==> src/rtl/shr_ctrl_pkg.sv <==
// Shared types and defaults for the Shr arbiter/sequencer slice.
package shr_ctrl_pkg;

  localparam int unsigned DEF_WIDTH = 4;
  localparam int unsigned DEF_TAG_W = 32;

  typedef enum logic [1:0] {
    IDLE,
    SHIFT,
    DONE
  } state_t;

  // Counter must hold 0..WIDTH inclusive.
  function automatic int unsigned cnt_w(input int unsigned width);
    return $clog2(width + 1);
  endfunction

  localparam int unsigned DEF_CNT_W = cnt_w(DEF_WIDTH);

endpackage

==> src/rtl/shr_rr_arbiter.sv <==
// Two-way round-robin arbiter; on a tie the requester that was not granted last wins.
module shr_rr_arbiter (
  input  logic       clk,
  input  logic       rst_n,
  input  logic [1:0] valid,
  input  logic       enable,
  input  logic       accept,
  output logic [1:0] grant
);

  logic last_grant;

  always_comb begin
    grant = '0;
    if (enable) begin
      case (valid)
        2'b01:   grant = 2'b01;
        2'b10:   grant = 2'b10;
        2'b11:   grant = last_grant ? 2'b01 : 2'b10;
        default: grant = '0;
      endcase
    end
  end

  // Reset to 1 so requester 0 wins the first tie.
  always_ff @(posedge clk) begin
    if (!rst_n) begin
      last_grant <= 1'b1;
    end else if (accept) begin
      last_grant <= grant[1];
    end
  end

endmodule

==> src/rtl/shr_seq_arbiter.sv <==
// Arbitrates two requesters onto an iterative one-bit-per-cycle logical shift-right
// unit with taint propagation, returning results on a single ID-tagged channel.
module shr_seq_arbiter
  import shr_ctrl_pkg::*;
#(
  parameter int unsigned WIDTH = DEF_WIDTH,
  parameter int unsigned TAG_W = DEF_TAG_W
) (
  input  logic             clk,
  input  logic             rst_n,
  input  logic             req0_valid,
  output logic             req0_ready,
  input  logic [WIDTH-1:0] req0_a,
  input  logic [WIDTH-1:0] req0_b,
  input  logic [TAG_W-1:0] req0_a_t,
  input  logic [TAG_W-1:0] req0_b_t,
  input  logic             req1_valid,
  output logic             req1_ready,
  input  logic [WIDTH-1:0] req1_a,
  input  logic [WIDTH-1:0] req1_b,
  input  logic [TAG_W-1:0] req1_a_t,
  input  logic [TAG_W-1:0] req1_b_t,
  output logic             rsp_valid,
  input  logic             rsp_ready,
  output logic             rsp_id,
  output logic [WIDTH-1:0] rsp_c,
  output logic [TAG_W-1:0] rsp_c_t,
  output logic             busy
);

  localparam int unsigned CW = cnt_w(WIDTH);
  localparam logic [WIDTH-1:0] W_LIM = WIDTH[WIDTH-1:0];

  state_t           state, state_n;
  logic [WIDTH-1:0] acc;
  logic [CW-1:0]    cnt;
  logic [1:0]       grant;
  logic             enable;
  logic             accept;
  logic [WIDTH-1:0] sel_a, sel_b;
  logic [TAG_W-1:0] sel_at, sel_bt;
  logic [CW-1:0]    b_clamp;

  // Ready is gated by reset so no requester sees a handshake while rst_n is low.
  assign enable = (state == IDLE) && rst_n;
  assign accept = |grant;

  shr_rr_arbiter u_arb (
    .clk    (clk),
    .rst_n  (rst_n),
    .valid  ({req1_valid, req0_valid}),
    .enable (enable),
    .accept (accept),
    .grant  (grant)
  );

  assign req0_ready = grant[0];
  assign req1_ready = grant[1];
  assign rsp_valid  = (state == DONE);
  assign busy       = (state != IDLE);

  always_comb begin
    sel_a   = grant[1] ? req1_a   : req0_a;
    sel_b   = grant[1] ? req1_b   : req0_b;
    sel_at  = grant[1] ? req1_a_t : req0_a_t;
    sel_bt  = grant[1] ? req1_b_t : req0_b_t;
    b_clamp = (sel_b >= W_LIM) ? CW'(WIDTH) : CW'(sel_b);
  end

  always_comb begin
    state_n = state;
    case (state)
      IDLE:    if (accept)    state_n = SHIFT;
      SHIFT:   if (cnt == '0) state_n = DONE;
      DONE:    if (rsp_ready) state_n = IDLE;
      default: state_n = IDLE;
    endcase
  end

  always_ff @(posedge clk) begin
    if (!rst_n) begin
      state   <= IDLE;
      acc     <= '0;
      cnt     <= '0;
      rsp_c   <= '0;
      rsp_c_t <= '0;
      rsp_id  <= 1'b0;
    end else begin
      state <= state_n;
      case (state)
        IDLE: begin
          if (accept) begin
            acc     <= sel_a;
            cnt     <= b_clamp;
            rsp_c_t <= sel_at | sel_bt;
            rsp_id  <= grant[1];
          end
        end
        SHIFT: begin
          if (cnt == '0) begin
            rsp_c <= acc;
          end else begin
            acc <= acc >> 1;
            cnt <= cnt - 1'b1;
          end
        end
        default: ;
      endcase
    end
  end

endmodule

==> config.mk <==
export PLATFORM = sky130hd
export DESIGN_NAME = shr_seq_arbiter
export DESIGN_NICKNAME = d
export VERILOG_FILES = /design/src/rtl/shr_ctrl_pkg.sv /design/src/rtl/shr_rr_arbiter.sv /design/src/rtl/shr_seq_arbiter.sv
export SDC_FILE = /design/constraint.sdc
export NUM_CORES = 1
export LEC_CHECK = 0
export CORE_AREA = 2 2 87 89
export CTS_CLUSTER_DIAMETER = 120
export DETAILED_ROUTE_END_ITERATION = 10
export DIE_AREA = 0 0 89 91
export GPL_ROUTABILITY_DRIVEN = 0
export HOLD_SLACK_MARGIN = 0.06
export PLACE_DENSITY = 0.8
export SKIP_CTS_REPAIR_TIMING = 1
export SLEW_MARGIN = 30
export SYNTH_ARGS = -nofsm -noshare
export SYNTH_HDL_FRONTEND = slang
export SYNTH_SLANG_ARGS = --single-unit
==> constraint.sdc <==
create_clock -name clk -period 2.4 [get_ports clk]
set_input_delay 0.24 -clock clk [delete_from_list [all_inputs] [get_ports clk]]
set_output_delay 0.24 -clock clk [all_outputs]
set_load 0.01 [all_outputs]
==> results.sh, run 1 <==
export IMPL_post_place_cells=551
export IMPL_placedInstanceArea_um2=4290
export IMPL_worst_r2r_path_depth=6
export IMPL_synth_net_count=429
export IMPL_synth_cells=278
export IMPL_timing_hold_violations_final=0
export IMPL_worst_path_largest_cell_delay_ns=0.57
export IMPL_post_drt_wl_per_cell_um=14.9
export IMPL_totalWireLength_um=8300
export IMPL_synth_warnings=0
export IMPL_maxSlewViolCount=0
export IMPL_yosysMostFrequentCell="sky130_fd_sc_hd__dfxtp_1"
export IMPL_ir_worst_vdd_mv=0.229
export IMPL_num_antenna_cells=0
export IMPL_synth_avg_cell_area_um2=8.33
export IMPL_row_count=31
export IMPL_synth_top_cells_by_count="sky130_fd_sc_hd__dfxtp_1 (47), sky130_fd_sc_hd__nand2_1 (37), sky130_fd_sc_hd__nor3_1 (34)"
export IMPL_drc=0
export IMPL_synth_distinct_cells=36
export IMPL_route_vias_total=2846
export IMPL_postRouteAntennaNets=0
export IMPL_worstMarginPinSlew_ns=0.471
export IMPL_final_layout_size_suffix_gt1_share_pct=6.09
export IMPL_layout_setup_ws_ns=0.224
export IMPL_tritoncts_num_buffers=5
export IMPL_cellPowerDensity_nw_per_um2=489
export IMPL_crit_required_ns=2.16
export IMPL_root_buffer="sky130_fd_sc_hd__clkbuf_8"
export IMPL_worstSetupStartpointType="flop"
export IMPL_number_of_global_route_vias_before_repair=2819
export IMPL_layout_worst_path_cycle_share_pct=90.7
export IMPL_pre_cts_slack_ns=0.220
export IMPL_critical_path_slowest_cell="sky130_fd_sc_hd__clkdlybuf4s50_1"
export IMPL_holdPathStages=2
export IMPL_max_slew_margin_pct=68.6
export IMPL_floorplan_die_width_um=89
export IMPL_maxClockFrequency_mhz=460
export IMPL_worstSkewPairLatency_ns=0.29
export IMPL_avgViaCountPerCell=5.09
export IMPL_critPathMaxFanout=10
export IMPL_synthesis_area_um2=2320
export IMPL_global_route_overflow=0
export IMPL_grt_setup_unrepaired="no"
export IMPL_leakage_nw=1.52
export IMPL_arrival_ns=1.94
export IMPL_end_kind="primary output"
export IMPL_antenna_violations_before_repair=0
export IMPL_n_fill_cell=636
export IMPL_clk_pin_slew_worst_paths_ns=0.09
export IMPL_cts_htree_levels=2
export IMPL_firstDrtPassIters=4
export IMPL_initial_core_util_pct=32.5
export IMPL_fin_nets=610
export IMPL_maxCapViolCount=0
export IMPL_port_buffer_count=189
export IMPL_worst_setup_path_type="reg -> out"
export IMPL_synth_top_area_share_pct=40.6
export IMPL_final_period_minus_worst_setup_slack_ns=2.18
export IMPL_post_route_cell_area_um2=4370
export IMPL_crit_path_cell_trace="nor3b_4 -> nand3_4 -> clkinv_2 -> clkdlybuf4s50_1"
export IMPL_cts_path_max_buffers=2
export IMPL_count_of_flip_flops_with_a_built_in_enable_after_synthesis=0
export IMPL_wire_length_of_the_first_global_routing_pass_um=13200
export IMPL_post_route_non_filler_standard_cell_count=559
export IMPL_yosys_register_bits=47
export IMPL_fp_dieH_um=91
export IMPL_final_setup_viol_count=0
export IMPL_result_of_the_run="finished clean"
export IMPL_grt_use_total_pct=20.4
export IMPL_async_s_r_ff_share_synth_pct=0
export IMPL_area_of_the_die_um2=8100
export IMPL_ys_dominant_reg_cell="sky130_fd_sc_hd__dfxtp_1"
export IMPL_finalCoreUtilization_pct=61.3
export IMPL_fin_setup_tns_ns=0
export IMPL_area_delta_synth_final_pct=88.8
export IMPL_dp_hpwl_um=6470
export IMPL_finalClockSkew_ns=0.00609
export IMPL_clock_sinks=47
export IMPL_netlist_top_cell_by_area="sky130_fd_sc_hd__dfxtp_1"
export IMPL_synth_area_leaders="sky130_fd_sc_hd__dfxtp_1 (41%), sky130_fd_sc_hd__a311oi_1 (12%), sky130_fd_sc_hd__nor3_1 (7.3%), sky130_fd_sc_hd__o21ai_0 (7.1%), sky130_fd_sc_hd__nand2_1 (6.0%)"
export IMPL_pin_count=190
export IMPL_worst_hold_slack_ns=0.467
export IMPL_seq_area_frac_synth_pct=40.6
export IMPL_report_power_total_mw=2.14
export IMPL_hold_path_class="reg -> reg"
export IMPL_tritoncts="built"
export IMPL_grt_max_degree=73
export IMPL_coreArea_um2=7140
export IMPL_drt_first_iter_violations=73
layout make-up:
type / instances / area [um2] / share of cell area (%)
clock buffer: 5 / 68.8 / 1.57
clock inverter: 3 / 15.0 / 0.343
inverter: 6 / 23.8 / 0.544
multi-input combinational: 202 / 1230 / 28.2
sequential: 47 / 941 / 21.5
tap: 99 / 124 / 2.83
timing repair buffer: 197 / 1960 / 44.9
path summary, 6_finish.rpt:
path / from / to / slack [ns]
setup reg to reg: state[0] / rsp_c_t[10] / 0.51
setup / recovery: state[0] / req0_ready / 0.22
hold / removal: rsp_id / rsp_id / 0.47
hold reg to reg: rsp_id / rsp_id / 0.47
sequential cells by signal (all words and copies together), names as in the netlist:
| signal | count |
|---|---|
| rsp_c_t | 32 |
| acc | 4 |
| rsp_c | 4 |
| cnt | 3 |
| state | 2 |
| rsp_id | 1 |
| u_arb.last_grant | 1 |
kinds of logic (layout without fill, tap and decap cells):
| family | count (synthesis) | in the layout | synth area share, % |
|---|---|---|---|
| and+or+nand+nor | 102 | 102 | 21.4 |
| adders and majority gates | 2 | 2 | 1.08 |
| DFF | 47 | 47 | 40.6 |
| AOI/OAI and AO/OA | 91 | 91 | 27.6 |
| muxes | 7 | 7 | 3.19 |
| buffers and inverters | 29 | 211 | 6.05 |
report_power, final:
| group | internal [mW] | switching, mW | leakage, nW | total [mW] |
|---|---|---|---|---|
| Combinational | 0.453 | 0.301 | 1.08 | 0.754 |
| Sequential | 0.868 | 0.0491 | 0.387 | 0.918 |
| Clock | 0.200 | 0.267 | 0.0477 | 0.467 |
| Total | 1.52 | 0.617 | 1.52 | 2.14 |
critical path, delay by kind of cell (launching register included):
| family | cells | cell delay, ns |
|---|---|---|
| buffers and inverters | 2 | 0.72 |
| flip-flops | 1 | 0.42 |
| AND/OR/NAND/NOR | 2 | 0.49 |
layout by cell type, fill, tap and decap left out, types with 2 or more instances in the layout:
cell type / netlist / routed
sky130_fd_sc_hd__a211oi_1: 3 / 3
sky130_fd_sc_hd__a21boi_0: 2 / 2
sky130_fd_sc_hd__a221oi_2: 2 / 2
sky130_fd_sc_hd__a311oi_1: 32 / 32
sky130_fd_sc_hd__a31oi_1: 3 / 3
sky130_fd_sc_hd__buf_4: 0 / 7
sky130_fd_sc_hd__clkbuf_8: 0 / 5
sky130_fd_sc_hd__clkdlybuf4s50_1: 0 / 189
sky130_fd_sc_hd__clkinv_2: 1 / 4
sky130_fd_sc_hd__dfxtp_1: 47 / 47
sky130_fd_sc_hd__ha_1: 2 / 2
sky130_fd_sc_hd__inv_1: 5 / 5
sky130_fd_sc_hd__mux2_2: 3 / 3
sky130_fd_sc_hd__mux2i_1: 4 / 4
sky130_fd_sc_hd__nand2_1: 37 / 37
sky130_fd_sc_hd__nand2b_1: 2 / 2
sky130_fd_sc_hd__nand3_1: 7 / 7
sky130_fd_sc_hd__nor2_1: 10 / 10
sky130_fd_sc_hd__nor2b_1: 3 / 3
sky130_fd_sc_hd__nor3_1: 34 / 34
sky130_fd_sc_hd__o211ai_1: 4 / 4
sky130_fd_sc_hd__o21ai_0: 33 / 33
sky130_fd_sc_hd__o21ai_1: 6 / 6
sky130_fd_sc_hd__o31ai_1: 2 / 2
metal layers:
| metal | track usage [%] | routed length (um) | up-vias |
|---|---|---|---|
| met3 | 5.73 | 602 | 8 |
| met5 | 0 | 0 | - |
| met4 | 4.23 | 81 | 0 |
| met1 | 23.7 | 3180 | 1318 |
| met2 | 36.6 | 4430 | 123 |
| li1 | - | - | 1397 |
No activity file was read; power rests on OpenSTA's default activity.
==> inputs of run 2 (changes only) <==
PLACE_DENSITY = 0.84   (was 0.8)
==> run 2 against run 1 <==
  * Clock power down 6.9%
  * Die area unchanged
  * Fmax down 2.5%
  * Utilization down 0.23 points
  * Wire length up 3.5%
  * Worst setup slack worse by 0.055 ns
  * Register-to-register slack worse by 0.03 ns
  * Critical endpoint unchanged
==> results.sh, run 2 (synthesis results as in run 1) <==
export IMPL_worstSkewPairLatency_ns=0.29
export IMPL_clock_sinks=47
export IMPL_power_net_switching_mw=0.595
export IMPL_global_route_overflow=0
export IMPL_p_seq_share_pct=43.5
export IMPL_maxSlewViolCount=0
export IMPL_fin_nets=611
export IMPL_antenna_violations_before_repair=0
export IMPL_critPathMaxFanout=14
export IMPL_floorplan_die_width_um=89
export IMPL_end_kind="primary output"
export IMPL_cts_htree_levels=2
export IMPL_clk_pin_slew_worst_paths_ns=0.08
export IMPL_worstSetupStartpointType="input pin"
export IMPL_p_clk_share_pct=20.6
export IMPL_crit_start="rst_n"
export IMPL_port_buffer_count=189
export IMPL_final_period_minus_worst_setup_slack_ns=2.23
export IMPL_fp_dieH_um=91
export IMPL_cts_path_max_buffers=2
export IMPL_worst_r2r_path_depth=6
export IMPL_result_of_the_run="finished clean"
export IMPL_wire_length_of_the_first_global_routing_pass_um=13300
export IMPL_largest_reg_flops=32
export IMPL_initial_core_util_pct=32.5
export IMPL_leakage_nw=1.50
export IMPL_area_delta_synth_final_pct=88.1
export IMPL_route_vias_total=2847
export IMPL_pin_count=190
export IMPL_reg_largest_list="rsp_c_t x32, acc x4, rsp_c x4"
export IMPL_tritoncts_num_buffers=5
export IMPL_placedInstanceArea_um2=4280
export IMPL_fin_setup_tns_ns=0
export IMPL_cellPowerDensity_nw_per_um2=485
export IMPL_worst_setup_path_type="in -> out"
export IMPL_firstDrtPassIters=5
export IMPL_switching_fraction_of_total_power_pct=28.2
export IMPL_dp_hpwl_um=6700
export IMPL_layout_cells_most_common="sky130_fd_sc_hd__clkdlybuf4s50_1"
export IMPL_reg2reg_from="cnt[0]"
export IMPL_finalClockSkew_ns=0.00668
export IMPL_avgViaCountPerCell=5.10
export IMPL_maxClockFrequency_mhz=448
export IMPL_ir_worst_vdd_mv=0.245
export IMPL_drt_first_iter_violations=77
export IMPL_top_register="rsp_c_t"
export IMPL_drc=0
export IMPL_power_internal_mw=1.52
export IMPL_holdPathStages=2
export IMPL_worst_setup_slack_for_register_to_register_paths_ns=0.48
export IMPL_final_layout_size_suffix_gt1_share_pct=5.66
export IMPL_area_of_the_die_um2=8100
export IMPL_arrival_ns=1.99
export IMPL_grt_max_degree=42
export IMPL_coreArea_um2=7140
export IMPL_hold_path_end="rsp_id"
export IMPL_r2r_end="acc[0]"
export IMPL_maxCapViolCount=0
export IMPL_final_setup_viol_count=0
export IMPL_grt_use_total_pct=20.7
export IMPL_comb_power_share_pct=35.9
export IMPL_tritoncts="built"
export IMPL_mostFrequentLayoutCells="sky130_fd_sc_hd__clkdlybuf4s50_1 (189), sky130_fd_sc_hd__dfxtp_1 (47), sky130_fd_sc_hd__nand2_1 (37)"
export IMPL_hold_path_class="reg -> reg"
export IMPL_totalWireLength_um=8590
export IMPL_root_buffer="sky130_fd_sc_hd__clkbuf_8"
export IMPL_num_antenna_cells=0
export IMPL_hold_start="rsp_id"
export IMPL_max_slew_margin_pct=68.8
export IMPL_number_of_global_route_vias_before_repair=2818
export IMPL_post_drt_wl_per_cell_um=15.4
export IMPL_timing_hold_violations_final=0
export IMPL_row_count=31
export IMPL_layout_worst_path_cycle_share_pct=93.0
export IMPL_grt_setup_unrepaired="no"
export IMPL_post_route_cell_area_um2=4360
export IMPL_postRouteAntennaNets=0
export IMPL_crit_required_ns=2.16
export IMPL_worstMarginPinSlew_ns=0.468
[run 2: stage by stage]
step / setup WS [ns] / power [mW] / cells / utilization [%] / hold WS [ns]
detailed placement: 0.160 / 1.70 / 552 / 60.0 / 0.455
finish: 0.169 / 2.11 / 558 / 61.0 / 0.468
global placement: 0.208 / 1.68 / 552 / 60.0 / 0.449
CTS: 0.167 / 2.13 / 558 / 61.0 / 0.471
global route: 0.0757 / 2.23 / 558 / 61.0 / 0.503
floorplan: 0.687 / 1.24 / 278 / - / 0.393
[run 2: metal layers]
| metal | vias to the layer above | part of all wire (%) | wire [um] | track usage (%) |
|---|---|---|---|---|
| met1 | 1299 | 37 | 3200 | 22.7 |
| met4 | 0 | 2.0 | 168 | 5.10 |
| met5 | - | 0 | 0 | 0 |
| met2 | 134 | 53 | 4590 | 38.4 |
| met3 | 16 | 7.5 | 641 | 5.64 |
| li1 | 1398 | - | - | - |
[run 2: power groups by stage]
stage	Combinational [mW]	Clock, mW	Sequential (mW)
floorplan	0.280	0	0.959
global placement	0.743	0	0.933
detailed placement	0.760	0	0.937
CTS	0.763	0.448	0.919
global route	0.818	0.484	0.929
finish	0.757	0.435	0.919
[run 2: worst max-delay path by stage]
stage	to	slack, ns	cells past startpoint
after floorplan	acc[0]	0.69	7
after global placement	req0_ready	0.21	5
after detailed placement	rsp_c_t[7]	0.16	7
after CTS	req0_ready	0.17	5
after global routing	req0_ready	0.08	4
final	req0_ready	0.17	5
[run 2: layout make-up]
| class | instances | area (um2) |
|---|---|---|
| Timing Repair Buffer | 198 | 1960 |
| Multi-Input combinational cell | 202 | 1230 |
| Inverter | 6 | 23.8 |
| Clock buffer | 6 | 72.6 |
| Fill cell | 641 | 2780 |
| Sequential cell | 47 | 941 |
| Tap cell | 99 | 124 |
[run 2: critical path: stages]
cell,delay [ns]
sky130_fd_sc_hd__clkdlybuf4s50_1,0.50
sky130_fd_sc_hd__nor3b_4,0.38
sky130_fd_sc_hd__nand3_4,0.11
sky130_fd_sc_hd__clkinv_2,0.19
sky130_fd_sc_hd__clkdlybuf4s50_1,0.57
==> inputs of run 3 (changes only) <==
CAP_MARGIN = 30   (was default)
==> results of run 3 <==
The final DEF is identical to that of run 2; final timing and power are the same.
